### src/rtl/keypad_scan_fifo_if.sv
// CPU-side port of the keypad block: mode select, ack level and the 16-bit read word.
interface keypad_scan_fifo_if;
   logic        statusordata;
   logic        ack;
   logic [15:0] keyout;

   modport master (
      output statusordata,
      output ack,
      input  keyout
   );

   modport slave (
      input  statusordata,
      input  ack,
      output keyout
   );
endinterface

### src/rtl/keypad_scan_fifo.sv
// 4x4 matrix keypad scanner with press/release debounce and a key-code FIFO read by the CPU.
module keypad_scan_fifo #(
   parameter int unsigned SCAN_DIV   = 1000,
   parameter int unsigned DEB_CYCLES = 50000,
   parameter int unsigned FIFO_DEPTH = 4
) (
   input  logic                clk,
   input  logic                rst_n,
   output logic [3:0]          rowwrite,
   input  logic [3:0]          colread,
   keypad_scan_fifo_if.slave   bus
);

   localparam int unsigned ScanW = $clog2(SCAN_DIV + 1);
   localparam int unsigned DebW  = $clog2(DEB_CYCLES + 1);
   localparam int unsigned AddrW = $clog2(FIFO_DEPTH);

   typedef enum logic [1:0] {StScan, StDebounce, StPush, StRelease} state_e;

   state_e           state_q, state_d;
   logic [1:0]       row_q, row_d;
   logic [ScanW-1:0] scan_cnt_q, scan_cnt_d;
   logic [DebW-1:0]  deb_cnt_q, deb_cnt_d;
   logic [3:0]       code_q, code_d;
   logic [3:0]       pat_q, pat_d;
   logic             push;

   logic [3:0]       mem [FIFO_DEPTH];
   logic [AddrW-1:0] rd_ptr_q, wr_ptr_q;
   logic [AddrW:0]   count_q;
   logic             overflow_q, ack_d_q;
   logic             full, not_empty, pop_req, do_pop, do_write, drop;

   logic       col_valid;
   logic [1:0] col_idx;

   // Exactly one low column counts as a key; anything else is "no key".
   always_comb begin
      col_valid = 1'b1;
      col_idx   = 2'd0;
      case (colread)
         4'b1110: col_idx = 2'd0;
         4'b1101: col_idx = 2'd1;
         4'b1011: col_idx = 2'd2;
         4'b0111: col_idx = 2'd3;
         default: col_valid = 1'b0;
      endcase
   end

   always_ff @(posedge clk) begin
      if (!rst_n) begin
         state_q    <= StScan;
         row_q      <= 2'd0;
         scan_cnt_q <= '0;
         deb_cnt_q  <= '0;
         code_q     <= 4'd0;
         pat_q      <= 4'hF;
      end else begin
         state_q    <= state_d;
         row_q      <= row_d;
         scan_cnt_q <= scan_cnt_d;
         deb_cnt_q  <= deb_cnt_d;
         code_q     <= code_d;
         pat_q      <= pat_d;
      end
   end

   always_comb begin
      state_d    = state_q;
      row_d      = row_q;
      scan_cnt_d = scan_cnt_q;
      deb_cnt_d  = deb_cnt_q;
      code_d     = code_q;
      pat_d      = pat_q;
      unique case (state_q)
         StScan: begin
            if (scan_cnt_q == ScanW'(SCAN_DIV - 1)) begin
               scan_cnt_d = '0;
               if (col_valid) begin
                  state_d   = StDebounce;
                  deb_cnt_d = '0;
                  code_d    = {row_q, col_idx};
                  pat_d     = colread;
               end else begin
                  row_d = row_q + 2'd1;
               end
            end else begin
               scan_cnt_d = scan_cnt_q + ScanW'(1);
            end
         end
         StDebounce: begin
            if (colread != pat_q) begin
               state_d    = StScan;
               row_d      = row_q + 2'd1;
               scan_cnt_d = '0;
            end else if (deb_cnt_q == DebW'(DEB_CYCLES - 1)) begin
               state_d = StPush;
            end else begin
               deb_cnt_d = deb_cnt_q + DebW'(1);
            end
         end
         StPush: begin
            state_d   = StRelease;
            deb_cnt_d = '0;
         end
         StRelease: begin
            if (colread != 4'hF) begin
               deb_cnt_d = '0;
            end else if (deb_cnt_q == DebW'(DEB_CYCLES - 1)) begin
               state_d    = StScan;
               row_d      = row_q + 2'd1;
               scan_cnt_d = '0;
            end else begin
               deb_cnt_d = deb_cnt_q + DebW'(1);
            end
         end
         default: state_d = StScan;
      endcase
   end

   always_comb begin
      rowwrite = ~(4'b0001 << row_q);
      push     = (state_q == StPush);
   end

   assign full      = (count_q == (AddrW + 1)'(FIFO_DEPTH));
   assign not_empty = (count_q != '0);
   assign pop_req   = bus.ack & ~ack_d_q;
   assign do_pop    = pop_req & not_empty;
   // A pop in the same cycle frees a slot, so a push into a full FIFO is accepted then.
   assign do_write  = push & (~full | do_pop);
   assign drop      = push & full & ~do_pop;

   always_ff @(posedge clk) begin
      if (!rst_n) begin
         rd_ptr_q   <= '0;
         wr_ptr_q   <= '0;
         count_q    <= '0;
         overflow_q <= 1'b0;
         ack_d_q    <= 1'b0;
      end else begin
         ack_d_q <= bus.ack;
         if (do_write) wr_ptr_q <= wr_ptr_q + AddrW'(1);
         if (do_pop)   rd_ptr_q <= rd_ptr_q + AddrW'(1);
         if (do_write && !do_pop) begin
            count_q <= count_q + (AddrW + 1)'(1);
         end else if (!do_write && do_pop) begin
            count_q <= count_q - (AddrW + 1)'(1);
         end
         if (drop) begin
            overflow_q <= 1'b1;
         end else if (do_pop) begin
            overflow_q <= 1'b0;
         end
      end
   end

   always_ff @(posedge clk) begin
      if (rst_n && do_write) mem[wr_ptr_q] <= code_q;
   end

   always_comb begin
      if (bus.statusordata) begin
         bus.keyout = {13'b0, overflow_q, full, not_empty};
      end else if (not_empty) begin
         bus.keyout = {12'b0, mem[rd_ptr_q]};
      end else begin
         bus.keyout = 16'h0000;
      end
   end

endmodule

### src/flat_wrapper.sv
// flat-port wrapper written by rule: the top's interface ports become plain ports
module keypad_scan_fifo_flat 
#(
   parameter int unsigned SCAN_DIV   = 1000,
   parameter int unsigned DEB_CYCLES = 50000,
   parameter int unsigned FIFO_DEPTH = 4
)
  (clk, rst_n, rowwrite, colread, bus_statusordata, bus_ack, bus_keyout);
  keypad_scan_fifo_if bus_i ();
  input  logic clk;
  input  logic rst_n;
  output logic [3:0] rowwrite;
  input  logic [3:0] colread;
  input wire logic [$bits(bus_i.statusordata)-1:0] bus_statusordata;
  input wire logic [$bits(bus_i.ack)-1:0] bus_ack;
  output wire logic [$bits(bus_i.keyout)-1:0] bus_keyout;
  assign bus_i.statusordata = bus_statusordata;
  assign bus_i.ack = bus_ack;
  assign bus_keyout = bus_i.keyout;
  keypad_scan_fifo #(.SCAN_DIV(SCAN_DIV), .DEB_CYCLES(DEB_CYCLES), .FIFO_DEPTH(FIFO_DEPTH)) u_core (.clk(clk), .rst_n(rst_n), .rowwrite(rowwrite), .colread(colread), .bus(bus_i));
endmodule
### config.mk
export PLATFORM = sky130hd
export DESIGN_NAME = keypad_scan_fifo_flat
export DESIGN_NICKNAME = d
export VERILOG_FILES = /design/src/rtl/keypad_scan_fifo_if.sv /design/src/rtl/keypad_scan_fifo.sv /design/src/flat_wrapper.sv
export SDC_FILE = /design/constraint.sdc
export NUM_CORES = 1
export LEC_CHECK = 0
export ABC_AREA = 0
export CAP_MARGIN = 10
export CORE_UTILIZATION = 36
export CTS_BUF_LIST = sky130_fd_sc_hd__clkbuf_4
export CTS_CLUSTER_SIZE = 12
export DETAILED_ROUTE_END_ITERATION = 8
export PLACE_DENSITY = 0.53
export SYNTH_ARGS = -nofsm -noshare
export SYNTH_HDL_FRONTEND = slang
export SYNTH_SLANG_ARGS = --single-unit
### constraint.sdc
create_clock -name clk -period 2.5 [get_ports clk]
set_input_delay 0.25 -clock clk [delete_from_list [all_inputs] [get_ports clk]]
set_output_delay 0.25 -clock clk [all_outputs]
set_load 0.02 [all_outputs]
==> impl_metrics.csv, run 1 <==
group,metric,value,unit
critical_path,endpoint_kind,"primary output",
critical_path,crit_family,"buffers and inverters",
drt,num_vias,2696,
timing,finalClockSkew,0.0118,ns
die,start_util,37.0,%
final_layout,nets,402,
clock_network,cts.htree.levels,3,
drt,drt_pre_antenna_iters,4,
clock_network,clockBufferDepth,2,
critical_path,worst-path-buf-inv,1,
global_route,grt_pass1_vias,2614,
power,total_leakage_power,0.00144,uW
critical_path,required,2.25,ns
die,io_pins,28,
critical_path,worstPathArrival,2.05,ns
timing,grt_setup_unrepaired,"false",
die,std_cell_rows,35,
final_layout,n_fill_cell,937,
timing,min_period,2.30,ns
drt,routed_wl,7410,um
clock_network,numCtsBuffers,9,
clock_network,cts_hold_buffers,0,
global_route,track_usage,16.3,%
final_layout,syn_to_final_growth,13.0,%
global_route,grt_first_pass_wirelength,12600,um
drt,dr.first_iter.drc_count,145,
clock_network,path_clk_slew,0.11,ns
final_layout,drive_gt1_share,11.1,%
yosys,netlist_instances,357,
flow_run,maxCapViolCount,0,
timing,max_slew_margin,38.0,%
drt,wl_per_cell,14.9,um
placed_design,gp_congestion,0.847,
clock_network,cts.sinks,65,
min_path,min_path_type,"in2reg",
yosys,netlist_area,3400,um2
timing,max_freq,0.434,GHz
placed_design,port_buffers,15,
critical_path,cp_max_fo,4,
timing,tns,0,ns
clock_network,clockRootBuffer,"clkbuf_4",
die,design.die.area,9850,um2
yosys,ys.flop_type,"dfxtp_1",
power,vdd_drop_max,0.000337,V
global_route,antenna_found_initial,0,
yosys,ys_seq_area_share,42.9,%
global_route,grt_max_degree,25,
yosys,ys_seq_elements,65,
die,chipHeight,99.2,um
global_route,grt_overflow_total,0,
power,total_power,2310,uW
final_layout,seq_area,1460,um2
critical_path,critical-path-slowest-cell,"clkdlybuf4s50_1",
critical_path,path_class,"reg2out",
die,die_w,99.2,um
outcome,status,"completed",
critical_path,worst_setup_path_start_kind,"flop",
placed_design,place_hpwl,5330,um
timing,finalSetupViolations,0,
final_layout,multiInputGateArea,1760,um2
yosys,ys_warn_count,0,
clock_network,cts_tree,"yes",
critical_path,max_stage_delay,0.53,ns
yosys,synth_edf_count,16,
timing,finalCritPeriodShare,92.1,%
die,core-area,9200,um2
timing,worst_slew_pin_slew,0.924,ns
yosys,syn-mean-instance-area,9.53,um2
timing,hold_violations,0,
clock_network,insertion_delay,0.41,ns
drt,vias_per_cell,5.41,
yosys,ys_types,56,
timing,maxSlewViolCount,0,
power,power.density,600,nW/um2
drt,drc,0,
drt,postRouteAntennaNets,0,
yosys,async_flop_share,0,%
critical_path,crit_chain,"mux4_2, a22o_1, clkdlybuf4s50_1",
final_layout,antenna_cells,0,
[placed cells by master, fill, tap and decap left out, types with 11 or more instances in the layout]
cell | netlist | final
nor2_1 | 28 | 28
dfxtp_1 | 49 | 48
o21ai_0 | 14 | 14
ha_1 | 11 | 11
clkdlybuf4s50_1 | 0 | 15
nand2_1 | 32 | 32
buf_4 | 14 | 16
edfxtp_1 | 16 | 16
a21oi_1 | 22 | 22
conb_1 | 1 | 12
mux2i_1 | 11 | 11
o31ai_1 | 11 | 11
inv_1 | 13 | 13
[final timing paths]
check,start,endpoint,slack [ns],depth (start not counted)
setup / recovery,flop,bus_keyout[2],0.20,3
setup reg to reg,u_core.count_q[0],u_core.count_q[2],0.30,8
hold reg to reg,u_core.deb_cnt_q[15],u_core.deb_cnt_q[15],0.47,2
hold / removal,bus_ack,u_core.ack_d_q,0.44,2
[cell type report]
class	instances	share of cell area (%)
Clock inverter	7	2.44
Tap cell	111	3.61
Multi-Input combinational cell	262	45.9
Sequential cell	65	38.0
Timing Repair Buffer	31	7.03
Clock buffer	9	1.76
Inverter	13	1.27
[synthesized netlist by cell type, drive strengths merged, types with 11 or more instances]
| cell type | n | area, um2 |
|---|---|---|
| a21oi | 22 | 110 |
| buf | 21 | 144 |
| dfxtp | 49 | 981 |
| edfxtp | 16 | 480 |
| ha | 11 | 138 |
| inv | 13 | 48.8 |
| mux2i | 11 | 110 |
| nand2 | 32 | 120 |
| nor2 | 28 | 105 |
| o21ai | 16 | 80.1 |
| o31ai | 11 | 82.6 |
[per-stage QoR]
step	instances	hold WS (ns)	cell area [um2]	util (%)	setup slack [ns]
floorplan	368	0.372	3440	-	0.230
global placement	482	0.456	3680	40.1	0.0801
detailed placement	482	0.460	3680	40.1	0.0412
CTS	498	0.415	3840	41.8	0.0445
global route	498	0.417	3850	41.8	0.0695
finish	498	0.437	3850	41.8	0.198
[power by group]
group | switching (uW) | total, uW | internal, uW | leakage, uW
Clock | 413 | 819 | 406 | 0.0000839
Sequential | 44.1 | 1150 | 1110 | 0.000580
Combinational | 183 | 339 | 156 | 0.000771
[timing repair]
action                                  CTS  global route
resized for setup                         0             1
endpoints found under the setup margin    0             2
buffers inserted                          0             0
[metal layers]
layer | vias up | track usage (%) | part of all wire [%]
met5 | - | 0 | 0
met4 | 0 | 6.79 | 1.5
met3 | 10 | 3.72 | 2.4
met2 | 33 | 27.4 | 49
met1 | 1301 | 20.0 | 47
li1 | 1352 | - | -
[sequential cells by signal (all words and copies together), names as in the netlist, 2 cells and up, named ones only]
signal / count
u_core.count_q: 3
u_core.scan_cnt_q: 10
u_core.wr_ptr_q: 2
u_core.code_q: 4
u_core.rd_ptr_q: 2
u_core.mem: 16
u_core.deb_cnt_q: 16
u_core.row_q: 2
u_core.pat_q: 4
[logic make-up (layout without fill, tap and decap cells)]
kind of cell | Yosys count | in the layout | share of synthesized area (%)
fa+ha+maj | 12 | 12 | 4.63
buf+inv | 41 | 60 | 6.43
simple gates | 134 | 134 | 21.9
compound gates | 77 | 77 | 15.0
other cells | 1 | 12 | 0.110
xor+xnor | 12 | 12 | 3.09
mux | 15 | 15 | 5.88
flops | 65 | 65 | 42.9
No activity file was read; power rests on OpenSTA's default activity.
==> run 2: changes to the inputs <==
--- a/config.mk
+++ b/config.mk
@@ -7,6 +7,7 @@
 export LEC_CHECK = 0
 export ABC_AREA = 0
 export CAP_MARGIN = 10
+export CORE_MARGIN = 2
 export CORE_UTILIZATION = 36
 export CTS_BUF_LIST = sky130_fd_sc_hd__clkbuf_4
 export CTS_CLUSTER_SIZE = 12
==> run 2 against run 1 <==
- routed wire length is 0.23% higher
- worst setup slack worse by 0.029 ns
- critical endpoint unchanged
- first-iteration DRC count is 9.0% higher
- via count shrank 0.33%
- combinational power is essentially flat
==> impl_metrics.csv, run 2 (synthesized netlist as in run 1, its figures left out) <==
group,metric,value,unit
outcome,status,"completed",
clock_network,post_cts_resize_count,1,
die,io_pins,28,
power,total_leakage_power,0.00140,uW
placed_design,gp_congestion,0.818,
drt,drc,0,
clock_network,insertion_delay,0.41,ns
die,die_w,101,um
critical_path,worst_setup_path_start_kind,"flop",
clock_network,cts.htree.levels,3,
clock_network,cts_hold_buffers,0,
clock_network,numCtsBuffers,9,
flow_run,maxCapViolCount,0,
critical_path,max_stage_delay,0.53,ns
drt,routed_wl,7430,um
timing,finalSetupViolations,0,
die,std_cell_rows,35,
drt,vias_per_cell,5.43,
placed_design,port_buffers,15,
final_layout,final_common_cell,"dfxtp_1",
critical_path,path_class,"reg2out",
global_route,grt_first_pass_wirelength,12500,um
min_path,min_path_type,"in2reg",
drt,wl_per_cell,15.0,um
final_layout,nets,399,
critical_path,required,2.25,ns
drt,drt_pre_antenna_iters,4,
timing,hold_violations,0,
drt,num_vias,2687,
timing,min_period,2.33,ns
global_route,grt_overflow_total,0,
timing,tns,0,ns
final_layout,syn_to_final_growth,11.6,%
clock_network,cts.sinks,65,
drt,dr.first_iter.drc_count,158,
timing,finalClockSkew,0.0130,ns
clock_network,cts_tree,"yes",
clock_network,clockRootBuffer,"clkbuf_4",
power,power.density,576,nW/um2
timing,maxSlewViolCount,0,
final_layout,final_util,41.3,%
final_layout,reg_top3,"u_core.deb_cnt_q: 16 flops, u_core.mem: 16 flops, u_core.scan_cnt_q: 10 flops",
final_layout,mostFrequentLayoutCells,"48 x dfxtp_1, 32 x nand2_1, 28 x nor2_1",
timing,grt_setup_unrepaired,"false",
die,start_util,37.0,%
timing,max_slew_margin,29.2,%
global_route,track_usage,15.5,%
clock_network,clockBufferDepth,2,
critical_path,endpoint_kind,"primary output",
die,core-area,9200,um2
timing,finalCritPeriodShare,93.3,%
die,design.die.area,10200,um2
clock_network,path_clk_slew,0.11,ns
global_route,grt_pass1_vias,2564,
global_route,antenna_found_initial,0,
global_route,grt_max_degree,29,
timing,max_freq,0.429,GHz
clock_network,cts_setup_buffers,0,
drt,postRouteAntennaNets,0,
placed_design,place_hpwl,5380,um
timing,worst_slew_pin_slew,1.06,ns
die,chipHeight,101,um
critical_path,cp_max_fo,4,
critical_path,crit_chain,"mux4_2, a22o_1, clkdlybuf4s50_1",
final_layout,antenna_cells,0,
critical_path,critical-path-slowest-cell,"mux4_2",
critical_path,worstPathArrival,2.08,ns
power,vdd_drop_max,0.000274,V
final_layout,drive_gt1_share,10.2,%
final_layout,n_fill_cell,929,
-- run 2: changes by cell type in the layout (fill, tap and decap cells not counted) --
cell        before  now
buf_4           16   13
bufinv_16        2    1
clkinv_1         1    2
clkinv_2         1    0
clkinv_4         1    0
clkinvlp_4       1    3
-- run 2: area by class of cell --
cell class	count	area [um2]	share of cell area, %
sequential	65	1460	38.5
multi-input combinational	262	1760	46.4
inverter	13	48.8	1.28
tap	111	139	3.66
clock buffer	9	67.6	1.78
timing repair buffer	28	248	6.52
clock inverter	7	68.8	1.81
-- run 2: worst max-delay path, delay by kind of cell (launching register included) --
family / cells / cell delay [ns]
muxes: 1 / 0.53
AOI/OAI and AO/OA: 1 / 0.19
buffers and inverters: 1 / 0.53
DFF: 1 / 0.42
-- run 2: power breakdown --
part / switching [uW] / internal [uW]
clock network: 401 / 301
logic: 182 / 155
registers: 44.5 / 1110
-- run 2: final timing paths --
path | from | to | slack [ns] | depth (start not counted)
worst max-delay path | flop | bus_keyout[2] | 0.17 | 3
worst min-delay path | bus_ack | u_core.ack_d_q | 0.43 | 2
worst max register to register | u_core.scan_cnt_q[0] | u_core.deb_cnt_q[1] | 0.30 | 6
worst min register to register | u_core.deb_cnt_q[15] | u_core.deb_cnt_q[15] | 0.49 | 2
-- run 2: per-layer routing --
layer / vias up / part of all wire (%) / GRT usage (%)
li1: 1346 / - / -
met1: 1285 / 48 / 20.1
met2: 46 / 47 / 25.4
met3: 10 / 3.9 / 3.52
met4: 0 / 1.3 / 5.51
met5: - / 0 / 0
-- run 2: per-stage QoR --
stage	setup slack (ns)	area, um2	instances	power, uW	hold WS, ns
2_1_floorplan	0.230	3440	368	1410	0.372
3_3_place_gp	0.101	3660	479	1510	0.457
3_5_place_dp	0.0668	3660	479	1510	0.467
4_1_cts	0.107	3800	495	2220	0.400
5_1_grt	0.0571	3800	495	2310	0.394
6_report	0.168	3800	495	2190	0.427
==> RTL change: new RTL, settings of run 2 <==
`SCAN_DIV` is set to 1000 in 2 places; all go to 250.
--- a/src/rtl/keypad_scan_fifo.sv
+++ b/src/rtl/keypad_scan_fifo.sv
@@ -2,3 +2,3 @@
 module keypad_scan_fifo #(
-   parameter int unsigned SCAN_DIV   = 1000,
+   parameter int unsigned SCAN_DIV   = 250,
    parameter int unsigned DEB_CYCLES = 50000,
--- a/src/flat_wrapper.sv
+++ b/src/flat_wrapper.sv
@@ -3,3 +3,3 @@
 #(
-   parameter int unsigned SCAN_DIV   = 1000,
+   parameter int unsigned SCAN_DIV   = 250,
    parameter int unsigned DEB_CYCLES = 50000,
Check against the original RTL: no difference found for any inputs over 10 cycles, from zero or initial values and one cycle with rst_n low; that may be too few to reach the edited logic, so the function may still have changed.
==> RTL change against run 2 <==
Register-to-register slack gained 20 ps. Routed wire length down 11%. Total power increased by 7.8%. Utilization up 2.1 points. Non-clock buffer count grew 9. Setup slack better by 37 ps. Cell area rose by 0.63%. Global-route usage is 0.69 points lower. Sequential cell count shrank 2. Area after synthesis decreased by 2.8%. Largest cell class unchanged. Largest power group unchanged. Highest routed layer unchanged.
==> RTL change: results <==
metrics = {
    "layout": {
        "nFillCells": 871,
        "drive_above_1_share": 0.1365,
        "top_regs": "u_core.deb_cnt_q: 16 flops, u_core.mem: 16 flops, u_core.scan_cnt_q: 8 flops",
    },
    "route": {
        "drt_iter0_markers": 81,
        "met3_length_um": 211,
        "routed_via_density": 5.153,
        "wl_um": 6631,
        "met2WireLength_um": 3275,
        "wl_met1_um": 3081,
    },
    "synth": {
        "synth-compound-area-share": 0.1301,
        "synth_xor_area_frac": 0.03705,
        "synth_fa_ha_area_frac": 0.05142,
        "synth.area.top_cells": "dfxtp_1 (28%), edfxtp_1 (15%), ha_1 (4.5%)",
        "async_flop_share": 0,
        "synthTopCellsByCount": "dfxtp_1 (47), nand2_1 (27), nor2_1 (25), a21oi_1 (22), edfxtp_1 (16)",
        "synth_mux_area_frac": 0.06049,
    },
    "outcome": {
        "status": "finished clean",
    },
    "place": {
        "dp_hpwl_um": 4844,
        "post-place-ws_ps": 10.33,
        "gp_congestion": 0.8059,
    },
    "pwr": {
        "peakVddDrop_mv": 0.2455,
        "power_leakage_nw": 1.497,
        "switching_share": 0.2848,
    },
    "sta": {
        "skew_ps": 11.33,
        "tightest_slew_ps": 1136,
    },
    "worst_setup_path": {
        "crit_arrival_ps": 2040,
        "cp_slowest_cell": "clkdlybuf4s50_1",
        "reg2reg_depth": 8,
        "rrSetupSlack_ps": 320,
        "r2r-end": "u_core.count_q[2]",
    },
    "global_routing": {
        "grt_pass1_wl_um": 11750,
        "antenna_found_initial": 1,
        "first_global_vias": 2531,
    },
    "cts": {
        "clock_latency_ps": 400,
    },
}
RTL change: cell families after synthesis:
logic type / count (synthesis)
XOR/XNOR: 11
other: 1
AO/OA/AOI/OAI: 65
AND/OR/NAND/NOR: 133
adder cells (fa/ha/maj): 13
flip-flops: 63
multiplexers: 15
buffers and inverters: 44
RTL change: routing by layer:
| metal | global-route usage | vias up |
|---|---|---|
| li1 | - | 1296 |
| met1 | 0.1817 | 1196 |
| met2 | 0.2458 | 29 |
| met3 | 0.05014 | 4 |
| met4 | 0.04742 | 0 |
| met5 | 0 | - |
RTL change: area by class of cell:
cell class / instances / share of cell area
inverters: 16 / 0.01571
repair buffers: 37 / 0.08903
well taps: 108 / 0.03535
flip-flops and latches: 63 / 0.3722
multi-input cells: 249 / 0.4442
diodes: 1 / 0.0006547
clock inverters: 7 / 0.02520
clock buffers: 9 / 0.01768
RTL change: worst max path at each step:
| stage | end | slack, ps | depth (start not counted) |
|---|---|---|---|
| 6_report | bus_keyout[2] | 210 | 3 |
| 5_1_grt | bus_keyout[1] | 30 | 4 |
| 4_1_cts | bus_keyout[2] | 50 | 3 |
| 3_5_place_dp | u_core.row_q[0] | 10 | 7 |
| 3_3_place_gp | u_core.row_q[0] | 50 | 7 |
| 2_1_floorplan | u_core.count_q[2] | 130 | 9 |
RTL change: stage by stage:
step	total power, W	area, um2	cells	hold WS, ps
global route	0.002512	3822	490	403.2
detailed placement	0.001578	3655	473	485.4
global placement	0.001575	3655	473	465.3
finish	0.002360	3822	490	430.4
floorplan	0.001447	3351	356	371.7
CTS	0.002403	3819	489	400.2
RTL change: timing repair:
| action | in CTS | in global routing |
|---|---|---|
| buffers inserted | 0 | 0 |
| setup endpoints to repair | 0 | 4 |
| gates resized for setup | 0 | 1 |
RTL change: worst max-delay path, delay by kind of cell (launching register included):
family          cells  cell delay, ps
mux                 1             510
buf+inv             1             530
compound gates      1             180
flops               1             420
RTL change: power groups by stage:
stage	Combinational (W)	Sequential, W	Clock, W
after floorplan	0.000291	0.00116	0
after global placement	0.000408	0.00117	0
after detailed placement	0.000410	0.00117	0
after CTS	0.000413	0.00114	0.000845
after global routing	0.000462	0.00115	0.000896
final	0.000408	0.00114	0.000809
